### config.mk
export PLATFORM = sky130hd
export DESIGN_NAME = baud_tick_gen_flat
export DESIGN_NICKNAME = d
export VERILOG_FILES = /design/src/rtl/baud_tick_gen_pkg.sv /design/src/rtl/baud_tick_gen_if.sv /design/src/rtl/baud_tick_gen_frac_period_ctr.sv /design/src/rtl/baud_tick_gen.sv /design/src/flat_wrapper.sv
export SDC_FILE = /design/constraint.sdc
export NUM_CORES = 1
export LEC_CHECK = 0
export CORE_UTILIZATION = 36
export CTS_BUF_LIST = sky130_fd_sc_hd__clkbuf_8
export CTS_CLUSTER_DIAMETER = 30
export DETAILED_ROUTE_END_ITERATION = 10
export HOLD_SLACK_MARGIN = 0.12
export PLACE_DENSITY = 0.65
export SLEW_MARGIN = 5
export SYNTH_ARGS = -nofsm -noshare
export SYNTH_HDL_FRONTEND = slang
export SYNTH_SLANG_ARGS = --single-unit
### constraint.sdc
create_clock -name clk -period 10.6 [get_ports clk]
set_input_delay 2.12 -clock clk [delete_from_list [all_inputs] [get_ports clk]]
set_output_delay 2.12 -clock clk [all_outputs]
set_load 0.02 [all_outputs]
### src/rtl/baud_tick_gen_pkg.sv
// Shared UART baud constants: default oversample ratio, standard 50 MHz divisors
// and the config-handshake state type.
package baud_tick_gen_pkg;

  localparam int OVS_STD    = 16;
  localparam int CLK_HZ_STD = 50_000_000;

  // Divisor = CLK_HZ_STD / (baud * OVS_STD), split into integer and 1/16 parts
  localparam int DIV_9600_INT    = 325;
  localparam int DIV_9600_FRAC   = 8;
  localparam int DIV_19200_INT   = 162;
  localparam int DIV_19200_FRAC  = 12;
  localparam int DIV_115200_INT  = 27;
  localparam int DIV_115200_FRAC = 2;

  typedef enum logic {
    CFG_IDLE,
    CFG_PEND
  } cfg_state_t;

endpackage

### src/rtl/baud_tick_gen_if.sv
// Divisor configuration channel: valid/ready handshake carrying integer and
// fractional divisor parts.
interface baud_tick_gen_if #(
  parameter int DIV_W  = 16,
  parameter int FRAC_W = 4
);
  logic              cfg_valid;
  logic              cfg_ready;
  logic [DIV_W-1:0]  cfg_div_int;
  logic [FRAC_W-1:0] cfg_div_frac;

  modport master (
    output cfg_valid,
    output cfg_div_int,
    output cfg_div_frac,
    input  cfg_ready
  );

  modport slave (
    input  cfg_valid,
    input  cfg_div_int,
    input  cfg_div_frac,
    output cfg_ready
  );
endinterface

### src/rtl/baud_tick_gen_frac_period_ctr.sv
// Fractional period counter: down-counter plus fraction accumulator whose carry
// stretches a period by one clock; flags the raw oversample event at cnt==0.
module baud_tick_gen_frac_period_ctr #(
  parameter int DIV_W   = 16,
  parameter int FRAC_W  = 4,
  parameter int RST_CNT = 325
) (
  input  logic              clk,
  input  logic              rst,
  input  logic              en,
  input  logic              reload,
  input  logic [DIV_W-1:0]  reload_val,
  input  logic [DIV_W-1:0]  div_int,
  input  logic [FRAC_W-1:0] div_frac,
  output logic              ev
);

  logic [DIV_W-1:0]  cnt_reg, cnt_next;
  logic [FRAC_W-1:0] acc_reg, acc_next;
  logic              carry;

  assign ev = en && (cnt_reg == '0);

  // A reload overrides the event update, so resync/activation always wins.
  always_comb begin
    cnt_next = cnt_reg;
    acc_next = acc_reg;
    carry    = 1'b0;
    if (reload) begin
      cnt_next = reload_val;
      acc_next = '0;
    end else if (ev) begin
      {carry, acc_next} = {1'b0, acc_reg} + {1'b0, div_frac};
      cnt_next          = div_int + DIV_W'(carry) - DIV_W'(1);
    end else if (en) begin
      cnt_next = cnt_reg - DIV_W'(1);
    end
  end

  always_ff @(posedge clk) begin
    if (rst) begin
      cnt_reg <= DIV_W'(RST_CNT);
      acc_reg <= '0;
    end else begin
      cnt_reg <= cnt_next;
      acc_reg <= acc_next;
    end
  end

endmodule

### src/rtl/baud_tick_gen.sv
// UART baud generator: oversample/bit/mid-bit ticks, bit-rate square wave and a
// divisor that is swapped in only at bit boundaries (or immediately when idle).
module baud_tick_gen
  import baud_tick_gen_pkg::*;
#(
  parameter int DIV_W       = 16,
  parameter int FRAC_W      = 4,
  parameter int OVS         = OVS_STD,
  parameter int DEFAULT_DIV = 326
) (
  input  logic                    clk,
  input  logic                    rst,
  input  logic                    en,
  input  logic                    resync,
  baud_tick_gen_if.slave          cfg,
  output logic                    os_tick,
  output logic                    bit_tick,
  output logic                    mid_tick,
  output logic                    bclk,
  output logic [$clog2(OVS)-1:0]  os_cnt
);

  localparam int OS_W    = $clog2(OVS);
  localparam int DEF_DIV = (DEFAULT_DIV < 2) ? 2 : DEFAULT_DIV;
  localparam logic [OS_W-1:0] OS_LAST = OS_W'(OVS - 1);
  localparam logic [OS_W-1:0] OS_HALF = OS_W'(OVS / 2);
  localparam logic [OS_W-1:0] OS_PRE_MID = OS_W'(OVS / 2 - 1);

  cfg_state_t        state_reg, state_next;
  logic [DIV_W-1:0]  div_int_reg, div_int_next;
  logic [FRAC_W-1:0] div_frac_reg, div_frac_next;
  logic [DIV_W-1:0]  pend_int_reg, pend_int_next;
  logic [FRAC_W-1:0] pend_frac_reg, pend_frac_next;
  logic [OS_W-1:0]   os_cnt_reg, os_cnt_next;
  logic              os_tick_reg, os_tick_next;
  logic              bit_tick_reg, bit_tick_next;
  logic              mid_tick_reg, mid_tick_next;
  logic              bclk_reg, bclk_next;

  logic              ev_raw;
  logic              resync_act;
  logic              os_ev;
  logic              boundary;
  logic              activate;
  logic              reload;
  logic [DIV_W-1:0]  sel_int;
  logic [DIV_W-1:0]  reload_val;
  logic [DIV_W-1:0]  cfg_int_clamped;

  baud_tick_gen_frac_period_ctr #(
    .DIV_W   (DIV_W),
    .FRAC_W  (FRAC_W),
    .RST_CNT (DEF_DIV - 1)
  ) u_period (
    .clk        (clk),
    .rst        (rst),
    .en         (en),
    .reload     (reload),
    .reload_val (reload_val),
    .div_int    (div_int_reg),
    .div_frac   (div_frac_reg),
    .ev         (ev_raw)
  );

  assign cfg_int_clamped = (cfg.cfg_div_int < DIV_W'(2)) ? DIV_W'(2) : cfg.cfg_div_int;

  assign resync_act = en && resync;
  assign os_ev      = ev_raw && !resync;
  assign boundary   = os_ev && (os_cnt_reg == OS_LAST);
  assign activate   = (state_reg == CFG_PEND) && (resync_act || boundary || !en);
  assign sel_int    = activate ? pend_int_reg : div_int_reg;
  assign reload     = resync_act || activate;
  // The resync cycle counts as the first clock of the restarted period.
  assign reload_val = resync_act ? (sel_int - DIV_W'(2)) : (sel_int - DIV_W'(1));

  always_comb begin
    state_next     = state_reg;
    div_int_next   = div_int_reg;
    div_frac_next  = div_frac_reg;
    pend_int_next  = pend_int_reg;
    pend_frac_next = pend_frac_reg;
    case (state_reg)
      CFG_IDLE: begin
        if (cfg.cfg_valid) begin
          state_next     = CFG_PEND;
          pend_int_next  = cfg_int_clamped;
          pend_frac_next = cfg.cfg_div_frac;
        end
      end
      CFG_PEND: begin
        if (activate) begin
          state_next    = CFG_IDLE;
          div_int_next  = pend_int_reg;
          div_frac_next = pend_frac_reg;
        end
      end
      default: state_next = CFG_IDLE;
    endcase
  end

  always_comb begin
    os_cnt_next = os_cnt_reg;
    if (resync_act) begin
      os_cnt_next = '0;
    end else if (os_ev) begin
      os_cnt_next = os_cnt_reg + OS_W'(1);
    end
    os_tick_next  = os_ev;
    bit_tick_next = boundary;
    mid_tick_next = os_ev && (os_cnt_reg == OS_PRE_MID);
    bclk_next     = (os_cnt_next < OS_HALF);
  end

  always_ff @(posedge clk) begin
    if (rst) begin
      state_reg     <= CFG_IDLE;
      div_int_reg   <= DIV_W'(DEF_DIV);
      div_frac_reg  <= '0;
      pend_int_reg  <= '0;
      pend_frac_reg <= '0;
      os_cnt_reg    <= '0;
      os_tick_reg   <= 1'b0;
      bit_tick_reg  <= 1'b0;
      mid_tick_reg  <= 1'b0;
      bclk_reg      <= 1'b1;
    end else begin
      state_reg     <= state_next;
      div_int_reg   <= div_int_next;
      div_frac_reg  <= div_frac_next;
      pend_int_reg  <= pend_int_next;
      pend_frac_reg <= pend_frac_next;
      os_cnt_reg    <= os_cnt_next;
      os_tick_reg   <= os_tick_next;
      bit_tick_reg  <= bit_tick_next;
      mid_tick_reg  <= mid_tick_next;
      bclk_reg      <= bclk_next;
    end
  end

  assign cfg.cfg_ready = (state_reg == CFG_IDLE);
  assign os_tick       = os_tick_reg;
  assign bit_tick      = bit_tick_reg;
  assign mid_tick      = mid_tick_reg;
  assign bclk          = bclk_reg;
  assign os_cnt        = os_cnt_reg;

endmodule

### src/flat_wrapper.sv
// flat-port wrapper written by rule: the top's interface ports become plain ports
module baud_tick_gen_flat import baud_tick_gen_pkg::*;
#(
  parameter int DIV_W       = 16,
  parameter int FRAC_W      = 4,
  parameter int OVS         = OVS_STD,
  parameter int DEFAULT_DIV = 326
)
  (clk, rst, en, resync, os_tick, bit_tick, mid_tick, bclk, os_cnt, cfg_cfg_valid, cfg_cfg_div_int, cfg_cfg_div_frac, cfg_cfg_ready);
  baud_tick_gen_if #(.DIV_W(DIV_W), .FRAC_W(FRAC_W)) cfg_i ();
  input  logic clk;
  input  logic rst;
  input  logic en;
  input  logic resync;
  output logic os_tick;
  output logic bit_tick;
  output logic mid_tick;
  output logic bclk;
  output logic [$clog2(OVS)-1:0] os_cnt;
  input wire logic [$bits(cfg_i.cfg_valid)-1:0] cfg_cfg_valid;
  input wire logic [$bits(cfg_i.cfg_div_int)-1:0] cfg_cfg_div_int;
  input wire logic [$bits(cfg_i.cfg_div_frac)-1:0] cfg_cfg_div_frac;
  output wire logic [$bits(cfg_i.cfg_ready)-1:0] cfg_cfg_ready;
  assign cfg_i.cfg_valid = cfg_cfg_valid;
  assign cfg_i.cfg_div_int = cfg_cfg_div_int;
  assign cfg_i.cfg_div_frac = cfg_cfg_div_frac;
  assign cfg_cfg_ready = cfg_i.cfg_ready;
  baud_tick_gen #(.DIV_W(DIV_W), .FRAC_W(FRAC_W), .OVS(OVS), .DEFAULT_DIV(DEFAULT_DIV)) u_core (.clk(clk), .rst(rst), .en(en), .resync(resync), .cfg(cfg_i), .os_tick(os_tick), .bit_tick(bit_tick), .mid_tick(mid_tick), .bclk(bclk), .os_cnt(os_cnt));
endmodule
* Word level (Yosys, flattened, before mapping)
Index checks and enable logic that the tools add are counted.
** Word-level totals
- Output and inout bits :: 9
- Bits in registers :: 69
- Bits of input ports :: 25
- Word-level logic and storage cells :: 51
** Operators by class
- Add/sub/neg operators :: 7
- Magnitude comparators :: 2
- Mux-type cells :: 11
- Reduce and logical (&&, ||, !) cells :: 16
- Equal/unequal tests :: 2
- Bitwise gates (word level) :: 1
** Operator list (count)
- 16-bit two-way mux :: 6
- 16-bit by 1-bit subtractor with 16-bit output, second input constant :: 3
- 16-bit by 1-bit adder with 16-bit output :: 1
- 16-bit zero test :: 1
- 16-bit by 2-bit < comparator with 1-bit output, second input constant :: 1
- 16-bit by 2-bit subtractor with 16-bit output, second input constant :: 1
- 4-bit two-way mux :: 2
- 1-bit logical AND :: 6
- 4-bit by 4-bit adder with 5-bit output :: 1
- 4-bit by 1-bit adder with 4-bit output, second input constant :: 1
- 4-bit by 3-bit == test with 1-bit output, second input constant :: 1
- 4-bit == test, second input constant :: 1
- 4-bit < comparator, second input constant :: 1
- 2-bit AND reduction :: 2
- 1-bit logical OR :: 3
- 3-bit nonzero test :: 1
- 1-bit zero test :: 2
- 1-bit two-way mux :: 2
- 1-bit case mux with 2 select lines :: 1
- 2-bit OR reduction :: 1
- 1-bit NOT :: 1

* Depth between registers and ports, before layout
- Depth after elaboration :: 11
- Depth in mapped cells :: 15
- Depth with buffers taken out :: 14

* Modules after synthesis
From an unflattened synthesis, not the netlist that was laid out.
** Second synthesis, totals
- Cells, all modules :: 526
- Area, all modules :: 4242.8 sq um
** Modules (own cells, without submodules)
- baud_tick_gen :: sequential area each 980.9 sq um, area each 2526.2 sq um, cells an instance 312, instances 1
- baud_tick_gen_frac_period_ctr :: sequential area each 400.4 sq um, area each 1716.6 sq um, cells an instance 214, instances 1

* Least setup slack after synthesis
No wires, ideal clock.
- Path kind :: input-to-reg
- Start point :: input en
- End point :: register u_core.u_period.cnt_reg[10]
- Path buffers :: 2
- Arrival :: 5160 ps
- Stages :: 13
- Data required time :: 10521 ps
- Slack :: 5361 ps
- Setup time :: 79 ps
- Cells stage by stage :: and2_2 > nand4_1 > o21ai_2 > buf_4 > buf_2 > mux2i_1 > ha_1 > mux2i_1 > a2111oi_1 > a31oi_4 > or4_1 > and3_1 > a211oi_2
** Between the ends
- Cells in the longest elaborated chain, start to end :: 10
- Elaborated cells on any way between the ends :: 16
- Classes of those cells :: add/sub: 2; mux: 4; reduce/logical: 10
** Ends and longest elaborated chain
- from (decl) :: line flat_wrapper.sv:13 : input logic en;
- 1-bit logical AND :: line baud_tick_gen_frac_period_ctr.sv:22 : assign ev = en && (cnt_reg == '0);
- 1-bit logical AND :: line baud_tick_gen.sv:68 : assign os_ev = ev_raw && !resync;
- 1-bit logical AND :: line baud_tick_gen.sv:69 : assign boundary = os_ev && (os_cnt_reg == OS_LAST);
- 1-bit logical OR (2 in series) :: line baud_tick_gen.sv:70 : assign activate = (state_reg == CFG_PEND) && (resync_act || boundary || !en);
- 1-bit logical AND :: line baud_tick_gen.sv:70
- 16-bit two-way mux
- 16-bit by 1-bit subtractor with 16-bit output / 16-bit by 2-bit subtractor with 16-bit output (equally long branches) :: line baud_tick_gen.sv:74 : assign reload_val = resync_act ? (sel_int - DIV_W'(2)) : (sel_int - DIV_W'(1));
- 16-bit two-way mux :: line baud_tick_gen.sv:74
- 16-bit two-way mux :: line baud_tick_gen_frac_period_ctr.sv:29 : if (reload) begin
- to (signal assigned) :: line baud_tick_gen_frac_period_ctr.sv:42 : cnt_reg <= DIV_W'(RST_CNT);
- to (signal assigned) :: line baud_tick_gen_frac_period_ctr.sv:45 : cnt_reg <= cnt_next;
- to (decl) :: line baud_tick_gen_frac_period_ctr.sv:18 : logic [DIV_W-1:0] cnt_reg, cnt_next;
Several ways; a longest one is shown, not always the timed one.
A chain may end at the register's enable or synchronous reset.

* Worst setup path in the final report
Ends and elaborated chain as after synthesis.

==> impl_metrics.ini <==
[outcome]
status = complete, no violations

[yosys]
synthCells = 553
synth_area_sq_um = 4320
synth_top_area_cell = dfxtp_1
synth-seq-cells = 69
synth_cell_types = 69
yosys_most_used_dff = dfxtp_1
ys_seq_area_frac = 0.320
synth_area_leaders = dfxtp_1 (32%), nand2_1 (8.0%), a21oi_1 (5.9%)
synth_fp_nets = 591
avgSynthCellArea_sq_um = 7.81
synth.top_cell.area_share = 0.320
async_flop_share = 0
synth-edff-count = 0
yosysWarnings = 0

[power]
cellLeakagePower_nw = 1.79
p_sw_frac = 0.288
combinationalPowerShare = 0.168
p_sw_w = 0.000183
p_int_w = 0.000452
vdd_drop_max_mv = 0.0652
power_density_nw_per_um2 = 130
clock_power_share = 0.377
seqPwrFrac = 0.454

[timing]
setup_tns_ns = 0
fin_crit_ns = 5.94
slew_headroom = 0.313
setup_violations = 0
rsz0062_at_grt = false
whs_ns = 0.461
skew_ns = 0.00728
max_freq_ghz = 0.168
finalHoldViolCount = 0
finalCritPeriodShare = 0.560
tightest_slew_ns = 1.03
slew_viol_final = 0

[layout]
synthToLayoutAreaGrowth_pct = 12.9
utilization = 0.422
stdcell_count = 715
nets = 606
drive_gt1_frac = 0.0699
num_antenna_cells = 0
postLayoutCellArea_sq_um = 4880

[worst_setup_path]
cp_max_fo = 30
required_ns = 10.88
rrSetupSlack_ns = 5.91
startpoint_type = primary input
rr_worst_depth = 14
slowest_stage = clkdlybuf4s50_1
cp_cell_sequence = clkdlybuf4s50_1, and2_2, nand4_1, o21ai_2, buf_4, mux2i_1, ha_1, mux2i_1, a2111oi_1, a31oi_4, or4_1, and3_1, a211oi_2
cp.arrival_ns = 6.22
cp-end-kind = flop
max_stage_delay_ns = 0.67
r2r_start = u_core.u_period.cnt_reg[0]
critPathLaunch = en
critPathKind = primary input to flop
timing.rr.end = u_core.u_period.cnt_reg[10]
timing.critical_path.mode_cell = mux2i_1

[hold_path]
hold_path_class = flop to flop
min_path_cells = 2
holdPathEnd = u_core.pend_int_reg[14]
min_from = u_core.pend_int_reg[14]

[clock_network]
ctsResizeCount = 0
clk_pin_slew_ns = 0.07
cts_tree = yes
cts_htree_levels = 3
clk_latency_ns = 0.36
root_buffer = clkbuf_8
clockBufferDepth = 2
cts_sinks = 69
post_cts_buffers = 0
cts_made_buffers = 9
holdBufCountCts = 0

[drt]
avgRoutedWirePerCell_um = 16.5
drc = 0
routed_wl_um = 11800
ant_nets = 0
firstDrtPassIters = 4
drtIter0Drc = 281
vias_per_cell = 5.63
vias = 4028

[job]
maxCapViolCount = 0

[floorplanning]
ioPinCount = 34
fp.coreArea_sq_um = 11600
die_y_um = 112
die_x_um = 112
start_util = 0.373
row_count = 39
die-area_sq_um = 12400

[place]
hpwlAfterDp_um = 8590
globalplace.congestion = 0.907
dp_cells = 700
portBuffers = 33
placed_cell_area_sq_um = 4660

[global_route]
grt_use_total = 0.198
antenna_found_initial = 0
overflow = 0
grt_pass1_wl_um = 19500
first_global_vias = 3750
grt_max_degree = 64
-- per-stage QoR --
stage               worst slack, ns  total power, W
floorplan                      5.36        0.000366
global placement               4.53        0.000398
detailed placement             4.40        0.000399
CTS                            4.76        0.000636
global route                   4.42        0.000664
finish                         4.66        0.000635
-- cell usage in the layout (no fill, tap or decap), types with 3 or more instances in the layout --
cell type,Yosys,final
nand2_1,92,92
dfxtp_1,69,69
nor2_1,56,56
a21oi_1,51,51
clkdlybuf4s50_1,0,32
xnor2_1,25,25
nor3_1,19,19
mux2i_1,17,17
nand3_1,16,16
nor4_1,14,14
inv_1,11,12
ha_1,12,12
xor2_1,11,11
nand4_1,10,10
clkbuf_8,2,10
nand2b_1,9,9
o21ai_0,9,9
a211oi_1,9,9
and3_1,6,6
o211ai_1,6,6
a31oi_1,5,5
buf_4,3,5
and2_2,4,4
o31ai_1,4,4
a21o_1,3,3
and4_1,3,3
nor2b_1,3,3
or2_2,3,3
mux2_2,3,3
o22ai_1,3,3
a311oi_1,3,3
-- how the worst max path moves through the flow --
stage               slack, ns                           to
floorplan                5.36  u_core.u_period.cnt_reg[10]
global placement         4.53  u_core.u_period.cnt_reg[10]
CTS                      4.76  u_core.u_period.cnt_reg[10]
detailed placement       4.40  u_core.u_period.cnt_reg[10]
global route             4.42  u_core.u_period.cnt_reg[10]
finish                   4.66  u_core.u_period.cnt_reg[10]
-- power groups by stage --
stage          clock network [W]  registers, W   logic, W
2_1_floorplan                  0      0.000288  0.0000778
3_3_place_gp                   0      0.000293   0.000104
3_5_place_dp                   0      0.000294   0.000105
4_1_cts                 0.000243      0.000288   0.000106
5_1_grt                 0.000256      0.000290   0.000118
6_report                0.000240      0.000289   0.000107
-- logic make-up (layout without fill, tap and decap cells) --
kind of cell	after synthesis	in the layout	synth area share
and+or+nand+nor	251	251	0.282
muxes	22	22	0.0533
DFF	69	69	0.320
buffers and inverters	46	65	0.0562
adders and majority gates	13	13	0.0394
AOI/OAI and AO/OA	116	116	0.176
xor gates and xnor gates	36	36	0.0730
-- critical path, delay by kind of cell --
family / cells / cell delay [ns]
AOI/OAI and AO/OA: 4 / 1.15
buffers and inverters: 2 / 1.04
and+or+nand+nor: 4 / 1.03
muxes: 2 / 0.56
adders and majority gates: 1 / 0.29
-- synthesized netlist by cell type, types with 4 or more instances --
master and count:
nand2_1 92, dfxtp_1 69, nor2_1 56, a21oi_1 51, xnor2_1 25, nor3_1 19
clkbuf_1 18, mux2i_1 17, nand3_1 16, nor4_1 14, ha_1 12, inv_1 11
xor2_1 11, nand4_1 10, a211oi_1 9, nand2b_1 9, o21ai_0 9, and3_1 6
buf_2 6, o211ai_1 6, a31oi_1 5, and2_2 4, o31ai_1 4
-- layout make-up --
cell class	count	area (sq um)
Inverter	12	45.0
Tap cell	143	179
Clock buffer	10	138
Fill cell	1154	6690
Timing Repair Buffer	38	363
Clock inverter	5	76.3
Multi-Input combinational cell	438	2690
Sequential cell	69	1380
-- per-layer routing --
metal / vias up / wire length (um) / GRT usage
met2: 157 / 5140 / 0.302
met3: 20 / 669 / 0.0261
met4: 0 / 341 / 0.0991
met1: 1856 / 5640 / 0.273
met5: - / 0 / 0
li1: 1995 / - / -
Note: power is estimated with default switching activity, not from simulation.
